**src/rtl/arm_ctrl_pkg.sv**
```systemverilog
// Shared encodings for the multicycle ARM control unit.
package arm_ctrl_pkg;

    typedef enum logic [3:0] {
        StFetch, StDecode, StMemAdr, StMemRead, StMemWb,
        StMemWrite, StExecR, StExecI, StAluWb, StBranch
    } state_e;

    // Instruction classes (Op field)
    localparam logic [1:0] OpDp      = 2'b00;
    localparam logic [1:0] OpMem     = 2'b01;
    localparam logic [1:0] OpBranch  = 2'b10;
    localparam logic [1:0] OpIllegal = 2'b11;

    // ALUControl encodings
    localparam logic [2:0] AluAdd = 3'b000;
    localparam logic [2:0] AluSub = 3'b001;
    localparam logic [2:0] AluXor = 3'b010;
    localparam logic [2:0] AluRor = 3'b011;
    localparam logic [2:0] AluMov = 3'b100;

    // Data-processing cmd field values
    localparam logic [3:0] CmdAdd = 4'b0100;
    localparam logic [3:0] CmdSub = 4'b0010;
    localparam logic [3:0] CmdCmp = 4'b1010;
    localparam logic [3:0] CmdEor = 4'b0001;
    localparam logic [3:0] CmdMov = 4'b1101;

    // Condition codes
    localparam logic [3:0] CondEq = 4'b0000;
    localparam logic [3:0] CondNe = 4'b0001;
    localparam logic [3:0] CondCs = 4'b0010;
    localparam logic [3:0] CondCc = 4'b0011;
    localparam logic [3:0] CondMi = 4'b0100;
    localparam logic [3:0] CondPl = 4'b0101;
    localparam logic [3:0] CondVs = 4'b0110;
    localparam logic [3:0] CondVc = 4'b0111;
    localparam logic [3:0] CondHi = 4'b1000;
    localparam logic [3:0] CondLs = 4'b1001;
    localparam logic [3:0] CondGe = 4'b1010;
    localparam logic [3:0] CondLt = 4'b1011;
    localparam logic [3:0] CondGt = 4'b1100;
    localparam logic [3:0] CondLe = 4'b1101;
    localparam logic [3:0] CondAl = 4'b1110;

    // ResultSrc encodings
    localparam logic [1:0] ResAluOut    = 2'b00;
    localparam logic [1:0] ResReadData  = 2'b01;
    localparam logic [1:0] ResAluDirect = 2'b10;

    // ALUSrcB encodings
    localparam logic [1:0] SrcBReg  = 2'b00;
    localparam logic [1:0] SrcBImm  = 2'b01;
    localparam logic [1:0] SrcBFour = 2'b10;

    // ALU operation for a data-processing instruction; MOV only exists in immediate form.
    function automatic logic [2:0] alu_decode(input logic i_bit, input logic [3:0] cmd);
        logic [2:0] ctl;
        case (cmd)
            CmdAdd:         ctl = AluAdd;
            CmdSub, CmdCmp: ctl = AluSub;
            CmdEor:         ctl = AluXor;
            CmdMov:         ctl = i_bit ? AluMov : AluRor;
            default:        ctl = AluAdd;
        endcase
        return ctl;
    endfunction

endpackage

```
**src/rtl/cond_unit.sv**
```systemverilog
// Condition evaluation and the architectural {N,Z,C,V} flag register.
module cond_unit
    import arm_ctrl_pkg::*;
(
    input  logic       clk,
    input  logic       reset,
    input  logic [3:0] cond,
    input  logic [3:0] alu_flags,
    input  logic       nz_we,
    input  logic       cv_we,
    output logic       cond_ex,
    output logic [3:0] flags
);

    logic [3:0] flags_q;
    logic       n, z, c, v;

    assign {n, z, c, v} = flags_q;
    assign flags = flags_q;

    // Evaluate the condition field against the stored flags.
    always_comb begin
        case (cond)
            CondEq:  cond_ex = z;
            CondNe:  cond_ex = ~z;
            CondCs:  cond_ex = c;
            CondCc:  cond_ex = ~c;
            CondMi:  cond_ex = n;
            CondPl:  cond_ex = ~n;
            CondVs:  cond_ex = v;
            CondVc:  cond_ex = ~v;
            CondHi:  cond_ex = c & ~z;
            CondLs:  cond_ex = ~c | z;
            CondGe:  cond_ex = (n == v);
            CondLt:  cond_ex = (n != v);
            CondGt:  cond_ex = ~z & (n == v);
            CondLe:  cond_ex = z | (n != v);
            CondAl:  cond_ex = 1'b1;
            default: cond_ex = 1'b1;
        endcase
    end

    // Flag register; a failed condition suppresses the update.
    always_ff @(posedge clk) begin
        if (reset) begin
            flags_q <= '0;
        end else begin
            if (nz_we && cond_ex) flags_q[3:2] <= alu_flags[3:2];
            if (cv_we && cond_ex) flags_q[1:0] <= alu_flags[1:0];
        end
    end

endmodule

```
**src/rtl/multicycle_fsm.sv**
```systemverilog
// Multicycle ARM control FSM: Moore decode of state, gated by CondEx and MemReady.
module multicycle_fsm
    import arm_ctrl_pkg::*;
(
    input  logic       clk,
    input  logic       reset,
    input  logic [3:0] Cond,
    input  logic [1:0] Op,
    input  logic [5:0] Funct,
    input  logic [3:0] Rd,
    input  logic [3:0] ALUFlags,
    input  logic       MemReady,
    output logic       PCWrite,
    output logic       IRWrite,
    output logic       RegW,
    output logic       MemW,
    output logic       AdrSrc,
    output logic       ALUSrcA,
    output logic [1:0] ALUSrcB,
    output logic [1:0] ResultSrc,
    output logic [1:0] ImmSrc,
    output logic [1:0] RegSrc,
    output logic [2:0] ALUControl,
    output logic [3:0] Flags,
    output logic       Illegal
);

    state_e state_q;
    logic   cond_ex;
    logic   exec_state;
    logic   nz_we;
    logic   cv_we;
    logic   fetch_pc;
    logic   branch_pc;

    assign exec_state = (state_q == StExecR) || (state_q == StExecI);
    assign nz_we      = exec_state && Funct[0];
    assign cv_we      = nz_we && ((ALUControl == AluAdd) || (ALUControl == AluSub));
    assign Illegal    = !reset && (state_q == StDecode) && (Op == OpIllegal);

    cond_unit u_cond_unit (
        .clk       (clk),
        .reset     (reset),
        .cond      (Cond),
        .alu_flags (ALUFlags),
        .nz_we     (nz_we),
        .cv_we     (cv_we),
        .cond_ex   (cond_ex),
        .flags     (Flags)
    );

    // State register with next-state selection.
    always_ff @(posedge clk) begin
        if (reset) begin
            state_q <= StFetch;
        end else begin
            case (state_q)
                StFetch:    if (MemReady) state_q <= StDecode;
                StDecode: begin
                    case (Op)
                        OpDp:     state_q <= Funct[5] ? StExecI : StExecR;
                        OpMem:    state_q <= StMemAdr;
                        OpBranch: state_q <= StBranch;
                        default:  state_q <= StFetch;
                    endcase
                end
                StMemAdr:   state_q <= Funct[0] ? StMemRead : StMemWrite;
                StMemRead:  if (MemReady) state_q <= StMemWb;
                StMemWrite: if (MemReady) state_q <= StFetch;
                // CMP only sets flags, so it skips writeback.
                StExecR, StExecI: state_q <= (Funct[4:1] == CmdCmp) ? StFetch : StAluWb;
                default:    state_q <= StFetch;
            endcase
        end
    end

    // Per-state datapath selects and write enables.
    always_comb begin
        AdrSrc     = 1'b0;
        ALUSrcA    = 1'b0;
        ALUSrcB    = SrcBReg;
        ResultSrc  = ResAluOut;
        ALUControl = AluAdd;
        IRWrite    = 1'b0;
        RegW       = 1'b0;
        MemW       = 1'b0;
        fetch_pc   = 1'b0;
        branch_pc  = 1'b0;
        case (state_q)
            StFetch: begin
                ALUSrcA   = 1'b1;
                ALUSrcB   = SrcBFour;
                ResultSrc = ResAluDirect;
                IRWrite   = MemReady;
                fetch_pc  = MemReady;
            end
            StDecode: begin
                ALUSrcA   = 1'b1;
                ALUSrcB   = SrcBFour;
                ResultSrc = ResAluDirect;
            end
            StMemAdr:   ALUSrcB = SrcBImm;
            StMemRead:  AdrSrc = 1'b1;
            StMemWrite: begin
                AdrSrc = 1'b1;
                MemW   = cond_ex;
            end
            StMemWb: begin
                ResultSrc = ResReadData;
                RegW      = cond_ex;
            end
            StExecR:    ALUControl = alu_decode(Funct[5], Funct[4:1]);
            StExecI: begin
                ALUSrcB    = SrcBImm;
                ALUControl = alu_decode(Funct[5], Funct[4:1]);
            end
            StAluWb:    RegW = cond_ex;
            StBranch: begin
                ALUSrcB   = SrcBImm;
                ResultSrc = ResAluDirect;
                branch_pc = cond_ex;
            end
            default: ;
        endcase
        if (reset) begin
            IRWrite = 1'b0;
            RegW    = 1'b0;
            MemW    = 1'b0;
        end
        // A register write to R15 also redirects the PC.
        PCWrite = !reset && (fetch_pc || branch_pc || (RegW && (Rd == 4'b1111)));
    end

    // Immediate and register-source selects depend only on the instruction class.
    always_comb begin
        ImmSrc = 2'b00;
        RegSrc = 2'b00;
        case (Op)
            OpMem: begin
                ImmSrc = 2'b01;
                RegSrc = Funct[0] ? 2'b00 : 2'b10;
            end
            OpBranch: begin
                ImmSrc = 2'b10;
                RegSrc = 2'b01;
            end
            default: ;
        endcase
    end

endmodule

```
**config.mk**
```make
export PLATFORM = sky130hd
export DESIGN_NAME = multicycle_fsm
export DESIGN_NICKNAME = d
export VERILOG_FILES = /design/src/rtl/arm_ctrl_pkg.sv /design/src/rtl/cond_unit.sv /design/src/rtl/multicycle_fsm.sv
export SDC_FILE = /design/constraint.sdc
export NUM_CORES = 1
export LEC_CHECK = 0
export ABC_CLOCK_PERIOD_IN_PS = 3300
export CAP_MARGIN = 20
export CELL_PAD_IN_SITES_DETAIL_PLACEMENT = 1
export CELL_PAD_IN_SITES_GLOBAL_PLACEMENT = 1
export CORE_MARGIN = 2
export CORE_UTILIZATION = 28
export DETAILED_ROUTE_END_ITERATION = 12
export GPL_TIMING_DRIVEN = 0
export MAX_ROUTING_LAYER = met4
export PLACE_DENSITY = 0.83
export SLEW_MARGIN = 20
export SYNTH_ARGS = -nofsm -noshare
export SYNTH_HDL_FRONTEND = slang
export SYNTH_SLANG_ARGS = --single-unit
export TNS_END_PERCENT = 100
```
**constraint.sdc**
```tcl
create_clock -name clk -period 3.3 [get_ports clk]
set_input_delay 0.99 -clock clk [delete_from_list [all_inputs] [get_ports clk]]
set_output_delay 0.99 -clock clk [all_outputs]
set_load 0.005 [all_outputs]
```
## Word level (Yosys, flattened, before mapping)

Cells that the tools add are included.

- Word-level logic and storage cells: 98
- Output and inout bits: 22
- Register bits: 8

- Reduce and logical (&&, ||, !) cells: 25
- Bitwise gates (word level): 8
- Muxes and demuxes: 26
- Equality and inequality tests: 36

Operators with widths:

| cell | number |
|---|---|
| 4-bit == test (second input constant) | 11 |
| 4-bit by 3-bit == test with 1-bit output (second input constant) | 8 |
| 4-bit one-hot mux with 6 select lines | 1 |
| 4-bit by 2-bit == test with 1-bit output (second input constant) | 5 |
| 4-bit 2-to-1 mux | 4 |
| 2-bit one-hot mux with 2 select lines | 4 |
| 1-bit one-hot mux with 14 select lines | 1 |
| 4-bit by 1-bit == test with 1-bit output (second input constant) | 3 |
| 4-bit one-hot mux with 3 select lines | 1 |
| 1-bit 2-to-1 mux | 10 |
| 2-bit OR reduction | 5 |
| 3-bit 2-to-1 mux | 3 |
| 3-bit one-hot mux with 3 select lines | 1 |
| 1-bit logical AND | 8 |
| 4-bit zero test | 2 |
| 2-bit inequality test (second input constant) | 3 |
| 3-bit OR reduction | 2 |
| 2-bit == test (second input constant) | 2 |
| 1-bit logical OR | 4 |
| 1-bit inverter | 4 |
| 3-bit by 1-bit == test with 1-bit output (second input constant) | 1 |
| 3-bit zero test | 1 |
| 3-bit AND reduction | 1 |
| 1-bit bitwise AND | 2 |
| 7 further kinds | 8 |

## Depth between registers and ports, before layout

- Depth after elaboration: 8
- Gate-level depth with buffers: 8
- Depth with buffers taken out: 8

## Modules after synthesis

A second synthesis with hierarchy kept.

- Cell total of the unflattened synthesis: 133
- Area, all modules: 1032.2 µm²

Modules (own cells, without submodules):

| module | area an instance (µm²) | cells an instance | instances | sequential area each (µm²) |
|---|---|---|---|---|
| multicycle_fsm | 655.6 | 91 | 1 | 80.1 |
| cond_unit | 376.6 | 42 | 1 | 80.1 |

## Least setup slack after synthesis

No wires, ideal clock.

- Kind: input to output
- Start point: in Cond[1]
- End point: out RegW
- Setup slack: 0.190 ns
- Cell stages on the path: 7
- Arrival: 2.120 ns
- Data required time: 2.310 ns
- Cell sequence: buf_6 -> nor4b_1 -> a31oi_1 -> o2111ai_1 -> a211oi_2 -> or2_4 -> nor4_4

- Cells in the longest elaborated chain, start to end: 4
- Elaborated cells on any way between the ends: 17
- Classes of those cells: 13 x eq/ne; 3 x mux; 1 x reduce/logical

Ends and longest elaborated chain:

| what | RTL line | text |
|---|---|---|
| start: declaration | multicycle_fsm.sv:7 | `input logic [3:0] Cond,` |
| 4-bit == test, or another cell as far along | cond_unit.sv:23 | `case (cond)` |
| 1-bit one-hot mux with 14 select lines * | cond_unit.sv:23 |  |
| 1-bit 2-to-1 mux * | multicycle_fsm.sv:89 | `case (state_q)` |
| 1-bit 2-to-1 mux * | multicycle_fsm.sv:125 | `if (reset) begin` |
| end: declaration | multicycle_fsm.sv:15 | `output logic RegW,` |

Every way passes the cells marked *; elsewhere a longest branch is shown, timed or not.

## Worst setup path after layout

- Start point: in Cond[2]
- End point: out RegW

Same word-level chain as after synthesis.

==> qor.txt <==
Avg Cell Area, Syn - 7.606 um^2
fraction of layout cells with a size suffix above 1 - 22.86%
# setup viols final - 2
Slew @ Worst Pin - 0.5298 ns
CTS Sinks - 8
gpl congestion - 0.8613
1st-iter DRT viols - 15
Final Hold Violating Endpoints - 0
Synth area leaders - dfxtp_1 17%, ha_1 9.1%, mux2i_1 7.3%, xnor2_1 5.4%, nor2_1 4.7%
Power Density - 203.3 nW/um^2
critical path's top delay family - simple AND/OR/NAND/NOR gates
DRC - 0
initial antenna violation count - 0
# hold bufs at CTS - 0
later-pin clock latency in the skew report - 0.27 ns
I/O Pins - 45
final-stage net count - 207
Gate Count Post-Synth - 127
unrepaired setup endpoints after global routing - true
Yosys reg bits - 8
via count - 1119
final worst slack - -0.05303 ns
CP Cell Sequence - buf_4 -> nand2_4 -> mux2i_2 -> nor4b_4 -> a211oi_4 -> or2_4 -> nor4_4 -> buf_2
CP Data Arrival Time - 2.36 ns
Leakage - 0.6175 nW
CP max-delay cell - nor4b_4
Post-synth ARST share - 0%
die height - 62.74 um
cell taking the most area after synthesis - dfxtp_1
minimum clock period - 3.353 ns
WL per Instance - 15.78 um
Post-synth top cells - 12 x nor2_1, 9 x nand2_1, 8 x a21oi_1, 8 x dfxtp_1, 8 x inv_1
count leader, synth - nor2_1
share of the clock period used by the worst path - 101.6%
YS warnings - 0
CTS tree - yes
H-tree depth - 1
HP Class - reg2reg
DRT Pass-1 Iters - 4
Slew HR - 64.68%
antenna viol nets, final - 0
clk root buf - clkbuf_4
worst path required time - 2.31 ns
synthesized net count - 157
grt ovf - 0
Pins Over Slew Limit - 0
Rows - 21
Post-Layout Cell Count - 221
post-layout util - 47.58%
I/O Buffers - 43
CP startpoint kind - input pin
die width - 62.74 um
CTS max path bufs - 2
Worst Path Max Fanout - 3
Starting Density - 28.95%
DIE AREA - 3936 um^2
final non-filler cell area - 1588 um^2
final WL - 3488 um
synth unique cells - 41
Post-synth EDFFs - 0
antenna cells - 0
peak supply drop - 0.1304 mV
CP Class - in2out
routed vias/inst - 5.063
area share of the leading cell type in the synthesized netlist - 16.58%
area post-placement - 1454 um^2
failing checks - setup timing
first-pass GRT wire length - 5727 um
vias in the first global route - 1201
CORE AREA - 3337 um^2
Placed Instances - 216
crit-path max cell delay - 0.38 ns
area of the mapped netlist - 965.9 um^2
Bufs and invs on worst path - 2
max-cap violations - 0
register area share after synthesis - 16.58%
Detailed Place HPWL - 2556 um
cts bufs inserted - 3
crit end category - primary output
largest net degree at the start of global routing - 11
clock skew - 0.003545 ns
Post-synth top flop - dfxtp_1
GRT Total Usage - 18.87%
clk slew on worst S/H paths - 0.06 ns
P&R area growth vs syn - 64.38%
Highest Clock Rate - 298.2 MHz
outcome - finished, violations left
-- layer usage --
layer	up-vias	global-route usage, %	wire [um]
li1	553	-	-
met1	533	19.21	1399
met2	28	35.48	1926
met3	5	3.784	125
met4	0	6.944	37
met5	-	-	0
-- tightest hold or removal path, cell delays in order, from the launching register on --
cell	delay (ns)
dfxtp_1	0.36
nand2b_1	0.09
mux2i_1	0.06
-- path summary, 6_finish.rpt --
check	startpoint	end	slack, ns	depth (start not counted)
worst min register to register	u_cond_unit.flags[1]$_SDFFE_PP0P_	u_cond_unit.flags[1]$_SDFFE_PP0P_	0.55	2
worst min-delay path	u_cond_unit.flags[1]$_SDFFE_PP0P_	u_cond_unit.flags[1]$_SDFFE_PP0P_	0.55	2
worst max register to register	u_cond_unit.flags[0]$_SDFFE_PP0P_	u_cond_unit.flags[0]$_SDFFE_PP0P_	1.18	7
worst max-delay path	Cond[2]	RegW	-0.05	8
-- flip-flops by register name, summed over array words and instances, names as in the netlist --
name,flops
u_cond_unit.flags,4
state_q,4
-- final cells by class --
cell class / count / area [um^2]
Multi-Input combinational cell: 102 / 832.0
Sequential cell: 8 / 160.2
Clock buffer: 3 / 22.52
Inverter: 8 / 30.03
Buffer: 9 / 67.56
Tap cell: 46 / 57.56
Timing Repair Buffer: 45 / 417.9
Fill cell: 421 / 1749
-- stage by stage --
step                total power (W)  TNS [ns]  hold WS (ns)  setup slack (ns)
floorplan                 0.0001637         0        0.4900            0.1895
global placement          0.0002245    -4.390        0.5136           -0.9143
detailed placement        0.0002279    -4.924        0.5290            -1.031
CTS                       0.0003219   -0.1327        0.5451          -0.07232
global route              0.0003429   -0.2601        0.5824          -0.09885
finish                    0.0003229  -0.09283        0.5489          -0.05303
-- cells in the final DEF (no fill, tap or decap), drive strengths merged, types with 2 or more instances in the layout --
| cell | netlist | layout |
|---|---|---|
| and3 | 2 | 2 |
| xnor2 | 6 | 6 |
| nor2b | 3 | 3 |
| inv | 8 | 8 |
| clkdlybuf4s50 | 0 | 23 |
| nand2 | 9 | 9 |
| mux2i | 7 | 7 |
| nor2 | 12 | 12 |
| a21oi | 8 | 8 |
| o21ai | 2 | 2 |
| a31oi | 3 | 3 |
| buf | 4 | 14 |
| nand3 | 2 | 2 |
| clkdlybuf4s15 | 0 | 2 |
| clkbuf | 5 | 7 |
| nor4b | 3 | 3 |
| nand2b | 7 | 7 |
| a211oi | 3 | 3 |
| dfxtp | 8 | 8 |
| ha | 7 | 7 |
| nor4 | 4 | 4 |
| nor3 | 7 | 7 |
| nor3b | 3 | 3 |
| dlygate4sd2 | 0 | 10 |
-- power breakdown --
group | switching (W) | internal [W] | leakage, nW
logic | 0.0000681 | 0.0000700 | 0.539
clock network | 0.0000417 | 0.0000422 | 0.0138
registers | 0.00000182 | 0.0000990 | 0.0648
-- cells by family after synthesis --
family                   count (synthesis)  synth area share, %
adder cells (fa/ha/maj)                  7                9.067
XOR/XNOR                                 6                5.440
flip-flops                               8                16.58
AND/OR/NAND/NOR                         57                34.46
multiplexers                             8                8.420
buffers and inverters                   17                7.901
AO/OA/AOI/OAI                           24                18.14
-- timing repair --
action / 4_1_cts / 5_1_grt
endpoints found under the setup margin: 12 / 7
buffers inserted: 2 / 0
hold endpoints to repair: 0 / 0
gates resized for setup: 67 / 13
pin swaps: 9 / 6
Power figures use the tool's default switching activity.
